$ cat src/rtl/breakpoint_pkg.sv
// Shared encodings for the multi-channel breakpoint / watchpoint unit.
package breakpoint_pkg;

  // Channel comparator modes
  localparam logic [1:0] MODE_OFF  = 2'b00;
  localparam logic [1:0] MODE_EXEC = 2'b01;
  localparam logic [1:0] MODE_RD   = 2'b10;
  localparam logic [1:0] MODE_WR   = 2'b11;

  // Debug FSM states
  typedef enum logic [1:0] {
    ARMED = 2'd0,
    HIT   = 2'd1,
    SKIP  = 2'd2
  } dbg_state_t;

  // Width of a channel index; never narrower than one bit.
  function automatic int chan_w(input int n);
    return (n <= 2) ? 1 : $clog2(n);
  endfunction

endpackage

$ cat src/rtl/breakpoint_channel.sv
// One comparator channel: config registers, address/data compare, pass counter.
module breakpoint_channel
  import breakpoint_pkg::*;
#(
  parameter int ADDR_WIDTH  = 16,
  parameter int DATA_WIDTH  = 8,
  parameter int COUNT_WIDTH = 8
) (
  input  logic                   clk,
  input  logic                   reset,
  input  logic                   cfg_we,
  input  logic [1:0]             cfg_mode,
  input  logic [ADDR_WIDTH-1:0]  cfg_addr,
  input  logic [DATA_WIDTH-1:0]  cfg_data,
  input  logic                   cfg_data_match,
  input  logic [COUNT_WIDTH-1:0] cfg_pass_count,
  input  logic                   match_en,
  input  logic                   exec_en,
  input  logic                   reload,
  input  logic                   instr_start,
  input  logic [ADDR_WIDTH-1:0]  pc,
  input  logic [ADDR_WIDTH-1:0]  ram_addr,
  input  logic                   ram_noe,
  input  logic                   ram_nwe,
  input  logic [DATA_WIDTH-1:0]  bus,
  output logic                   trigger
);

  logic [1:0]             mode;
  logic [ADDR_WIDTH-1:0]  addr;
  logic [DATA_WIDTH-1:0]  data;
  logic                   data_match;
  logic [COUNT_WIDTH-1:0] pass_count;
  logic [COUNT_WIDTH-1:0] cnt;
  logic                   hit;
  logic                   active;

  // Raw comparator; data compare only applies to the watch modes
  always_comb begin
    hit = 1'b0;
    case (mode)
      MODE_EXEC: hit = exec_en && instr_start && (pc == addr);
      MODE_RD:   hit = !ram_noe && (ram_addr == addr) && (!data_match || bus == data);
      MODE_WR:   hit = !ram_nwe && (ram_addr == addr) && (!data_match || bus == data);
      default:   hit = 1'b0;
    endcase
  end

  // A config write to this channel discards its match in the same cycle
  assign active  = match_en && hit && !cfg_we;
  assign trigger = active && (cnt == '0);

  // Config registers and pass counter; config write beats reload beats decrement
  always_ff @(posedge clk) begin
    if (reset) begin
      mode       <= MODE_OFF;
      addr       <= '0;
      data       <= '0;
      data_match <= 1'b0;
      pass_count <= '0;
      cnt        <= '0;
    end else if (cfg_we) begin
      mode       <= cfg_mode;
      addr       <= cfg_addr;
      data       <= cfg_data;
      data_match <= cfg_data_match;
      pass_count <= cfg_pass_count;
      cnt        <= cfg_pass_count;
    end else if (reload) begin
      cnt <= pass_count;
    end else if (active && cnt != '0) begin
      cnt <= cnt - 1'b1;
    end
  end

endmodule

$ cat src/rtl/breakpoint_unit.sv
// Multi-channel debug trigger: channel array, halt FSM, hit priority encoder.
module breakpoint_unit
  import breakpoint_pkg::*;
#(
  parameter int ADDR_WIDTH  = 16,
  parameter int DATA_WIDTH  = 8,
  parameter int CHANNELS    = 4,
  parameter int COUNT_WIDTH = 8
) (
  input  logic                          i_clk,
  input  logic                          i_reset,
  input  logic                          i_breakpointEnableN,
  input  logic                          i_instrStart,
  input  logic [ADDR_WIDTH-1:0]         i_pc,
  input  logic [ADDR_WIDTH-1:0]         i_ramAddr,
  input  logic                          i_ramNOE,
  input  logic                          i_ramNWE,
  input  logic [DATA_WIDTH-1:0]         i_bus,
  input  logic                          i_cfgNWE,
  input  logic [chan_w(CHANNELS)-1:0]   i_cfgChannel,
  input  logic [1:0]                    i_cfgMode,
  input  logic [ADDR_WIDTH-1:0]         i_cfgAddr,
  input  logic [DATA_WIDTH-1:0]         i_cfgData,
  input  logic                          i_cfgDataMatch,
  input  logic [COUNT_WIDTH-1:0]        i_cfgPassCount,
  input  logic                          i_resume,
  output logic                          o_breakpointHitN,
  output logic [CHANNELS-1:0]           o_hitMask,
  output logic [chan_w(CHANNELS)-1:0]   o_hitChannel,
  output logic [1:0]                    o_dbgState
);

  localparam int CW = chan_w(CHANNELS);

  dbg_state_t          state, state_next;
  logic [CHANNELS-1:0] trig;
  logic [CW-1:0]       enc;
  logic                match_en, exec_en, reload;

  // HIT freezes all channels; SKIP swallows exec matches until the next fetch
  assign match_en = (state != HIT) && !i_breakpointEnableN;
  assign exec_en  = (state == ARMED);
  assign reload   = (state == HIT) && i_resume;

  for (genvar c = 0; c < CHANNELS; c++) begin : g_chan
    breakpoint_channel #(
      .ADDR_WIDTH (ADDR_WIDTH),
      .DATA_WIDTH (DATA_WIDTH),
      .COUNT_WIDTH(COUNT_WIDTH)
    ) u_chan (
      .clk           (i_clk),
      .reset         (i_reset),
      .cfg_we        (!i_cfgNWE && (i_cfgChannel == CW'(c))),
      .cfg_mode      (i_cfgMode),
      .cfg_addr      (i_cfgAddr),
      .cfg_data      (i_cfgData),
      .cfg_data_match(i_cfgDataMatch),
      .cfg_pass_count(i_cfgPassCount),
      .match_en      (match_en),
      .exec_en       (exec_en),
      .reload        (reload),
      .instr_start   (i_instrStart),
      .pc            (i_pc),
      .ram_addr      (i_ramAddr),
      .ram_noe       (i_ramNOE),
      .ram_nwe       (i_ramNWE),
      .bus           (i_bus),
      .trigger       (trig[c])
    );
  end

  // Lowest-index triggered channel wins
  always_comb begin
    enc = '0;
    for (int i = CHANNELS - 1; i >= 0; i--)
      if (trig[i]) enc = CW'(i);
  end

  // Next-state logic
  always_comb begin
    state_next = state;
    case (state)
      ARMED:   if (|trig) state_next = HIT;
      HIT:     if (i_resume) state_next = SKIP;
      SKIP: begin
        if (|trig)             state_next = HIT;
        else if (i_instrStart) state_next = ARMED;
      end
      default: state_next = ARMED;
    endcase
  end

  // State register
  always_ff @(posedge i_clk) begin
    if (i_reset) state <= ARMED;
    else         state <= state_next;
  end

  // Registered halt request and hit record, held until resume
  always_ff @(posedge i_clk) begin
    if (i_reset) begin
      o_breakpointHitN <= 1'b1;
      o_hitMask        <= '0;
      o_hitChannel     <= '0;
    end else begin
      o_breakpointHitN <= (state_next != HIT);
      if (state != HIT && |trig) begin
        o_hitMask    <= trig;
        o_hitChannel <= enc;
      end else if (reload) begin
        o_hitMask    <= '0;
        o_hitChannel <= '0;
      end
    end
  end

  assign o_dbgState = state;

endmodule
$ cat config.mk
export PLATFORM = sky130hd
export DESIGN_NAME = breakpoint_unit
export DESIGN_NICKNAME = d
export VERILOG_FILES = /design/src/rtl/breakpoint_pkg.sv /design/src/rtl/breakpoint_channel.sv /design/src/rtl/breakpoint_unit.sv
export SDC_FILE = /design/constraint.sdc
export NUM_CORES = 1
export LEC_CHECK = 0
export BUFFER_PORTS_ARGS = -buffer_cell sky130_fd_sc_hd__buf_4
export CAP_MARGIN = 10
export CORE_MARGIN = 10
export CORE_UTILIZATION = 53
export CTS_CLUSTER_DIAMETER = 120
export DETAILED_ROUTE_END_ITERATION = 10
export GPL_TIMING_DRIVEN = 0
export PLACE_DENSITY = 0.8
export SLEW_MARGIN = 10
export SYNTH_ARGS = -nofsm -noshare
export SYNTH_HDL_FRONTEND = slang
export SYNTH_SLANG_ARGS = --single-unit
$ cat constraint.sdc
create_clock -name i_clk -period 2.5 [get_ports i_clk]
set_input_delay 0.125 -clock i_clk [delete_from_list [all_inputs] [get_ports i_clk]]
set_output_delay 0.125 -clock i_clk [all_outputs]
set_load 0.005 [all_outputs]
Yosys cells after proc, flatten, opt, wreduce, memory -nomap -nowiden
Index checks and enable logic that the tools add are counted.
{ "classes": {"addsub": 4, "eq_ne": 31, "n_mux": 29, "reduce_logical": 76} }
{ "ops": {"columns": ["op", "count"], "rows": [
  ["$eq 16x16->1", 8],
  ["$mux 8", 12],
  ["$logic_and 1x1->1", 44],
  ["$eq 8x8->1", 4],
  ["$logic_not 8->1", 4],
  ["$reduce_bool 8->1", 4],
  ["$sub 8x1->8 const B", 4],
  ["$eq 2x2->1 const B", 11],
  ["$mux 2", 10],
  ["$eq 2x1->1 const B", 6],
  ["$logic_not 1->1", 12],
  ["$pmux 1 s3", 4],
  ["$reduce_bool 3->1", 4],
  ["$mux 4", 2],
  ["$pmux 2 s3", 1],
  ["$logic_not 2->1", 2],
  ["$logic_or 1x1->1", 4],
  ["$ne 2x1->1 const B", 2],
  ["$reduce_or 4->1", 1],
  ["$reduce_bool 2->1", 1]
]} }
{ "word_totals": {"ff_bits": 181, "input_bits": 85, "output_inout_bits": 9, "word_cells": 168} }

Longest topological paths before layout
{ "logic_depth": {"ltp_word": 12, "ltp_mapped": 9, "depth_no_buf": 9} }

By module
From an unflattened synthesis, not the netlist that was laid out.
{ "hier_totals": {"cells_unflattened": 1086, "hier_area_um2": 9810.7} }
{ "by_module_without_submodules": {"columns": ["mod", "n_inst", "cells_per_inst", "area_per_inst_um2", "seq_area_each_um2"], "rows": [
  ["breakpoint_channel at g_chan[1].u_chan ...", 3, 259, 2337.2, 860.8],
  ["breakpoint_channel at g_chan[0].u_chan", 1, 258, 2354.8, 860.8],
  ["breakpoint_unit", 1, 51, 444.2, 180.2]
]} }

Worst setup path before layout
No wires, ideal clock.
{ "synth_path": {"path_type": "flip-flop to flip-flop", "start": "reg g_chan[3].u_chan.cnt[0]", "end": "reg g_chan[3].u_chan.cnt[4]", "setup_time_ps": 128, "arrival_time_ps": 2037, "required_time_ps": 2372, "setup_slack_ps": 335, "path_stages_with_launch": 10, "n_path_buf": 1, "synth_period_minus_slack_ps": 2165, "path_cell_list": "dfxtp_1 -> inv_1 -> ha_1 -> nor3b_1 -> nand3b_1 -> or2_2 -> a211oi_2 -> buf_6 -> mux2i_1 -> nor2_1"} }
{ "synth_between": {"elab_chain_cells": 4, "elab_cells_between_ends": 7, "cone_classes": "add/sub (1); mux (3); reduce/logical (3)"} }
{ "synth_rtl": {"columns": ["item", "line", "rtl"], "rows": [
  ["start, declared", "breakpoint_channel.sv:34", "logic [COUNT_WIDTH-1:0] cnt;"],
  ["start signal, assigned", "breakpoint_channel.sv:68", "cnt <= cfg_pass_count;"],
  ["start signal, assigned", "breakpoint_channel.sv:70", "cnt <= pass_count;"],
  ["start signal, assigned", "breakpoint_channel.sv:72", "cnt <= cnt - 1'b1;"],
  ["$sub 8x1->8", "breakpoint_channel.sv:72", null],
  ["$mux 8", "breakpoint_channel.sv:71", "end else if (active && cnt != '0) begin"],
  ["$mux 8", "breakpoint_channel.sv:69", "end else if (reload) begin"],
  ["$mux 8", "breakpoint_channel.sv:62", "end else if (cfg_we) begin"]
]} }
Several ways; a longest one is shown, not always the timed one. The select of a mux whose other input is x is not followed.
A chain may end at the register's enable or synchronous reset.

Worst setup path in the final report
{ "layout_path": {"start": "reg g_chan[3].u_chan.addr[8]", "end": "reg g_chan[3].u_chan.cnt[0]"} }
{ "layout_between": {"elab_chain_cells": 8, "elab_cells_between_ends": 12, "cone_classes": "eq/ne (2); mux (1); reduce/logical (9)"} }
{ "layout_rtl": {"columns": ["item", "line", "rtl"], "rows": [
  ["start, declared", "breakpoint_channel.sv:30", "logic [ADDR_WIDTH-1:0] addr;"],
  ["start signal, assigned", "breakpoint_channel.sv:64", "addr <= cfg_addr;"],
  ["$eq 16x16->1", "breakpoint_channel.sv:43, breakpoint_channel.sv:44", null],
  ["$logic_and 1x1->1, on equally long branches (2 in series)", "breakpoint_channel.sv:44, breakpoint_channel.sv:43", null],
  ["$pmux 1 s3 *", "breakpoint_channel.sv:41", "case (mode)"],
  ["$logic_and 1x1->1 * (2 in series)", "breakpoint_channel.sv:50", "assign active = match_en && hit && !cfg_we;"],
  ["$logic_and 1x1->1 *", "breakpoint_channel.sv:71", null],
  ["$reduce_bool 3->1 (no source line) *", null, null]
]} }
Mark *: on every way between the ends. The rest lies on a longest branch, timed or not.

==> impl_metrics.yaml <==
yosys:
  synth.top_cells.by_area: "sky130_fd_sc_hd__dfxtp_1, sky130_fd_sc_hd__nand2_1, sky130_fd_sc_hd__xnor2_1, sky130_fd_sc_hd__a21oi_1, sky130_fd_sc_hd__xor2_1"
  post_synth_inst_count: 1273
  netlist_area_mm2: 0.00970
  fraction_of_synthesized_cell_area_taken_by_the_top_area_cell_type_pct: 37.3
  yosys.area_share.adder_pct: 0.516
  post_synthesis_share_of_cell_area_spent_on_xor_and_xnor_gates_pct: 16.0
  async_reset_ff_share_pct: 0
  synth_top_cells_by_count: "sky130_fd_sc_hd__nand2_1, sky130_fd_sc_hd__dfxtp_1, sky130_fd_sc_hd__a21oi_1, sky130_fd_sc_hd__xnor2_1, sky130_fd_sc_hd__xor2_1"
  ys.flop_type: "sky130_fd_sc_hd__dfxtp_1"
  post_synthesis_sequential_area_ratio_pct: 37.3
  syn-mean-instance-area_um2: 7.62
  synth_simple_gate_area_share_pct: 26.3
  synth.lib_cells_used.distinct: 58
  number_of_enable_type_register_cells_in_the_synthesized_netlist: 0
  yosys-mux-area-fraction_pct: 0.928
  synth_most_common_cell: "sky130_fd_sc_hd__nand2_1"
  synthDominantAreaCellType: "sky130_fd_sc_hd__dfxtp_1"
  synth-compound-area-share_pct: 15.3
  yosys_reg_bits: 181
  synth_top_family_by_area: "simple AND/OR/NAND/NOR gates"
  postSynthNetCount: 1362
  synth.yosys.warnings: 0
setup_path:
  required_ns: 2.80
  startpoint_type: "register"
  critical_path_arrival_ns: 2.74
  worst-setup-path-type: "reg2reg"
  path_max_fanout: 4
  critPathCaptureType: "register"
sta:
  tightest_slew_ns: 0.946
  fmax_mhz: 411
  finalHoldViolations: 0
  report.final.slew_viol_count: 0
  slew_headroom_pct: 36.9
  layout_min_cycle_time_ns: 2.43
  final.setup.worst_slack_ns: 0.0668
  setup_total_negative_slack_ns: 0
  fin_worst_skew_ns: 0.0158
  rsz_0062_raised_after_global_routing: "false"
  timing.final.setup_violations: 0
  final_min_period_over_clock_period_pct: 97.3
global_route:
  overflow: 0
  antenna_found_initial: 0
  grt_pass1_vias: 9614
  first_pass_grt_wire_length_mm: 54.2
  pin_count_of_the_biggest_net_entering_global_routing: 18
  grt.total_usage_pct: 28.8
detailed_routing:
  maxUsedRoutingLayer: "met4"
  route.final.wire_length_mm: 35.5
  remaining_drc_errors: 0
  routed-wl-met3_mm: 3.95
  drt_iter0_drc: 1062
  wl_met1_mm: 14.6
  via_count: 9923
  drt-pass1-iter-count: 5
  wl_per_cell_um: 21.5
  vias_per_cell: 6.01
  met2_wirelength_mm: 15.8
  antenna_left: 0
power:
  peakVddDrop_v: 0.000471
  power.static_leakage_nw: 4.22
  cellPowerDensity_mw_per_mm2: 613
place:
  port_buffers: 78
  placement.setup.worst_slack_ns: -0.253
  dpl.cell_count: 1580
  gp_routability_congestion: 0.993
  hpwl_mm: 26.8
die:
  total_die_area_mm2: 0.0241
  num_rows: 49
  core_mm2: 0.0180
  initial_utilization_pct: 54.0
  floorplan.die.width_um: 155
  boundaryPins: 94
  die_y_um: 155
layout:
  regArea_mm2: 0.00362
  antennaDiodeCount: 0
  finish.net_count: 1497
  finalCoreUtilization_pct: 64.8
  drive_above_1_share_pct: 10.6
  syn_to_final_growth_pct: 20.1
  multi_input_area_mm2: 0.00584
  layout.filler_cells: 1579
  fin_cells: 1650
cts:
  htree_levels: 4
  cts_inserted_buffers: 17
  cts.clk_slew.worst_paths_ns: 0.08
  tritoncts: "built"
  clock_tree.root_cell: "sky130_fd_sc_hd__clkbuf_16"
  clock_latency_ns: 0.44
  ctsLongestPathBuffers: 2
  numClockSinks: 181
status:
  status: "completed"
flow_run:
  maximum_capacitance_violations: 0
worst_hold_path:
  min-delay-path-class: "in2reg"
-- per-stage QoR --
step,hold WS (ns),power [mW],instance area (um^2)
detailed placement,0.404,4.27,10600
global route,0.00707,7.36,11600
CTS,0.00244,7.08,11600
floorplan,0.261,3.83,9700
global placement,0.400,4.26,10600
finish,0.0158,7.14,11600
-- cell usage in the layout (no fill, tap or decap), types with 4 or more instances in the layout --
cell and count:
sky130_fd_sc_hd__clkbuf_16 17, sky130_fd_sc_hd__buf_1 6, sky130_fd_sc_hd__dfxtp_1 181, sky130_fd_sc_hd__mux2i_1 9, sky130_fd_sc_hd__nor4_1 29, sky130_fd_sc_hd__buf_4 82
sky130_fd_sc_hd__o21ai_0 23, sky130_fd_sc_hd__nand3_1 27, sky130_fd_sc_hd__xnor2_1 104, sky130_fd_sc_hd__nor3_1 37, sky130_fd_sc_hd__nand2_1 330, sky130_fd_sc_hd__a21o_1 5
sky130_fd_sc_hd__o211ai_1 13, sky130_fd_sc_hd__nor2_1 42, sky130_fd_sc_hd__o31a_1 4, sky130_fd_sc_hd__inv_8 4, sky130_fd_sc_hd__nand2b_1 6, sky130_fd_sc_hd__clkbuf_1 65
sky130_fd_sc_hd__a21oi_1 166, sky130_fd_sc_hd__nor2b_1 5, sky130_fd_sc_hd__nand4_1 30, sky130_fd_sc_hd__ha_1 4, sky130_fd_sc_hd__xor2_1 70, sky130_fd_sc_hd__or2_2 5
sky130_fd_sc_hd__o31ai_1 4, sky130_fd_sc_hd__a311oi_1 9, sky130_fd_sc_hd__inv_1 12, sky130_fd_sc_hd__or3_1 4, sky130_fd_sc_hd__nor4b_1 5, sky130_fd_sc_hd__dlygate4sd3_1 34
sky130_fd_sc_hd__and3_1 4
-- repair_timing --
item | in CTS | in global routing
buffers inserted | 1 | 3
endpoints found under the hold margin | 120 | 0
hold buffers | 34 | 0
gates resized for setup | 6 | 20
pin swaps | 1 | 2
gates cloned | 0 | 1
endpoints found under the setup margin | 23 | 33
-- worst max-delay path: stages (launching register included) --
cell and delay, ns:
sky130_fd_sc_hd__dfxtp_1 0.35, sky130_fd_sc_hd__xnor2_1 0.37, sky130_fd_sc_hd__nand4_1 0.18, sky130_fd_sc_hd__or4_4 0.46, sky130_fd_sc_hd__o32ai_2 0.36, sky130_fd_sc_hd__a211oi_4 0.15
sky130_fd_sc_hd__buf_4 0.17, sky130_fd_sc_hd__a21oi_1 0.18, sky130_fd_sc_hd__a221oi_2 0.07
-- registers in the layout (all words and copies together) (netlist names) --
register / count
g_chan.u_chan.data_match: 4
g_chan.u_chan.pass_count: 32
o_hitChannel: 2
o_dbgState: 2
o_hitMask: 4
g_chan.u_chan.cnt: 32
g_chan.u_chan.data: 32
g_chan.u_chan.mode: 8
g_chan.u_chan.addr: 64
o_breakpointHitN: 1
-- metal layers --
layer | global-route usage, % | vias to the layer above
met5 | 0 | -
met4 | 10.9 | 0
met3 | 7.64 | 78
met2 | 44.4 | 577
met1 | 37.8 | 4650
li1 | - | 4618
-- where the power goes --
part | switching (mW) | internal, mW | total, mW
combinational | 0.739 | 0.499 | 1.24
clock | 1.31 | 1.51 | 2.82
sequential | 0.102 | 2.98 | 3.09
-- final timing paths --
path / from / endpoint / slack, ns / cells past startpoint
worst min register to register: g_chan[1].u_chan.pass_count[4] / g_chan[1].u_chan.pass_count[4] / 0.46 / 2
worst max-delay path: g_chan[3].u_chan.addr[8] / g_chan[3].u_chan.cnt[0] / 0.07 / 8
worst max register to register: g_chan[3].u_chan.addr[8] / g_chan[3].u_chan.cnt[0] / 0.07 / 8
worst min-delay path: i_cfgPassCount[7] / g_chan[1].u_chan.pass_count[7] / 0.02 / 3
-- logic make-up (layout without fill, tap and decap cells) --
group / count (synthesis) / count (layout)
xor gates and xnor gates: 177 / 177
muxes: 9 / 9
buffers and inverters: 88 / 236
adders and majority gates: 4 / 4
AOI/OAI and AO/OA: 256 / 256
and+or+nand+nor: 558 / 558
DFF: 181 / 181
-- layout make-up --
class / count / share of cell area [%]
Sequential cell: 181 / 31.1
Clock inverter: 14 / 1.44
Clock buffer: 18 / 3.68
Tap cell: 229 / 2.46
Timing Repair Buffer: 117 / 8.25
Inverter: 12 / 0.387
Buffer: 75 / 2.58
Multi-Input combinational cell: 1004 / 50.1
No activity file was read; power rests on OpenSTA's default activity.
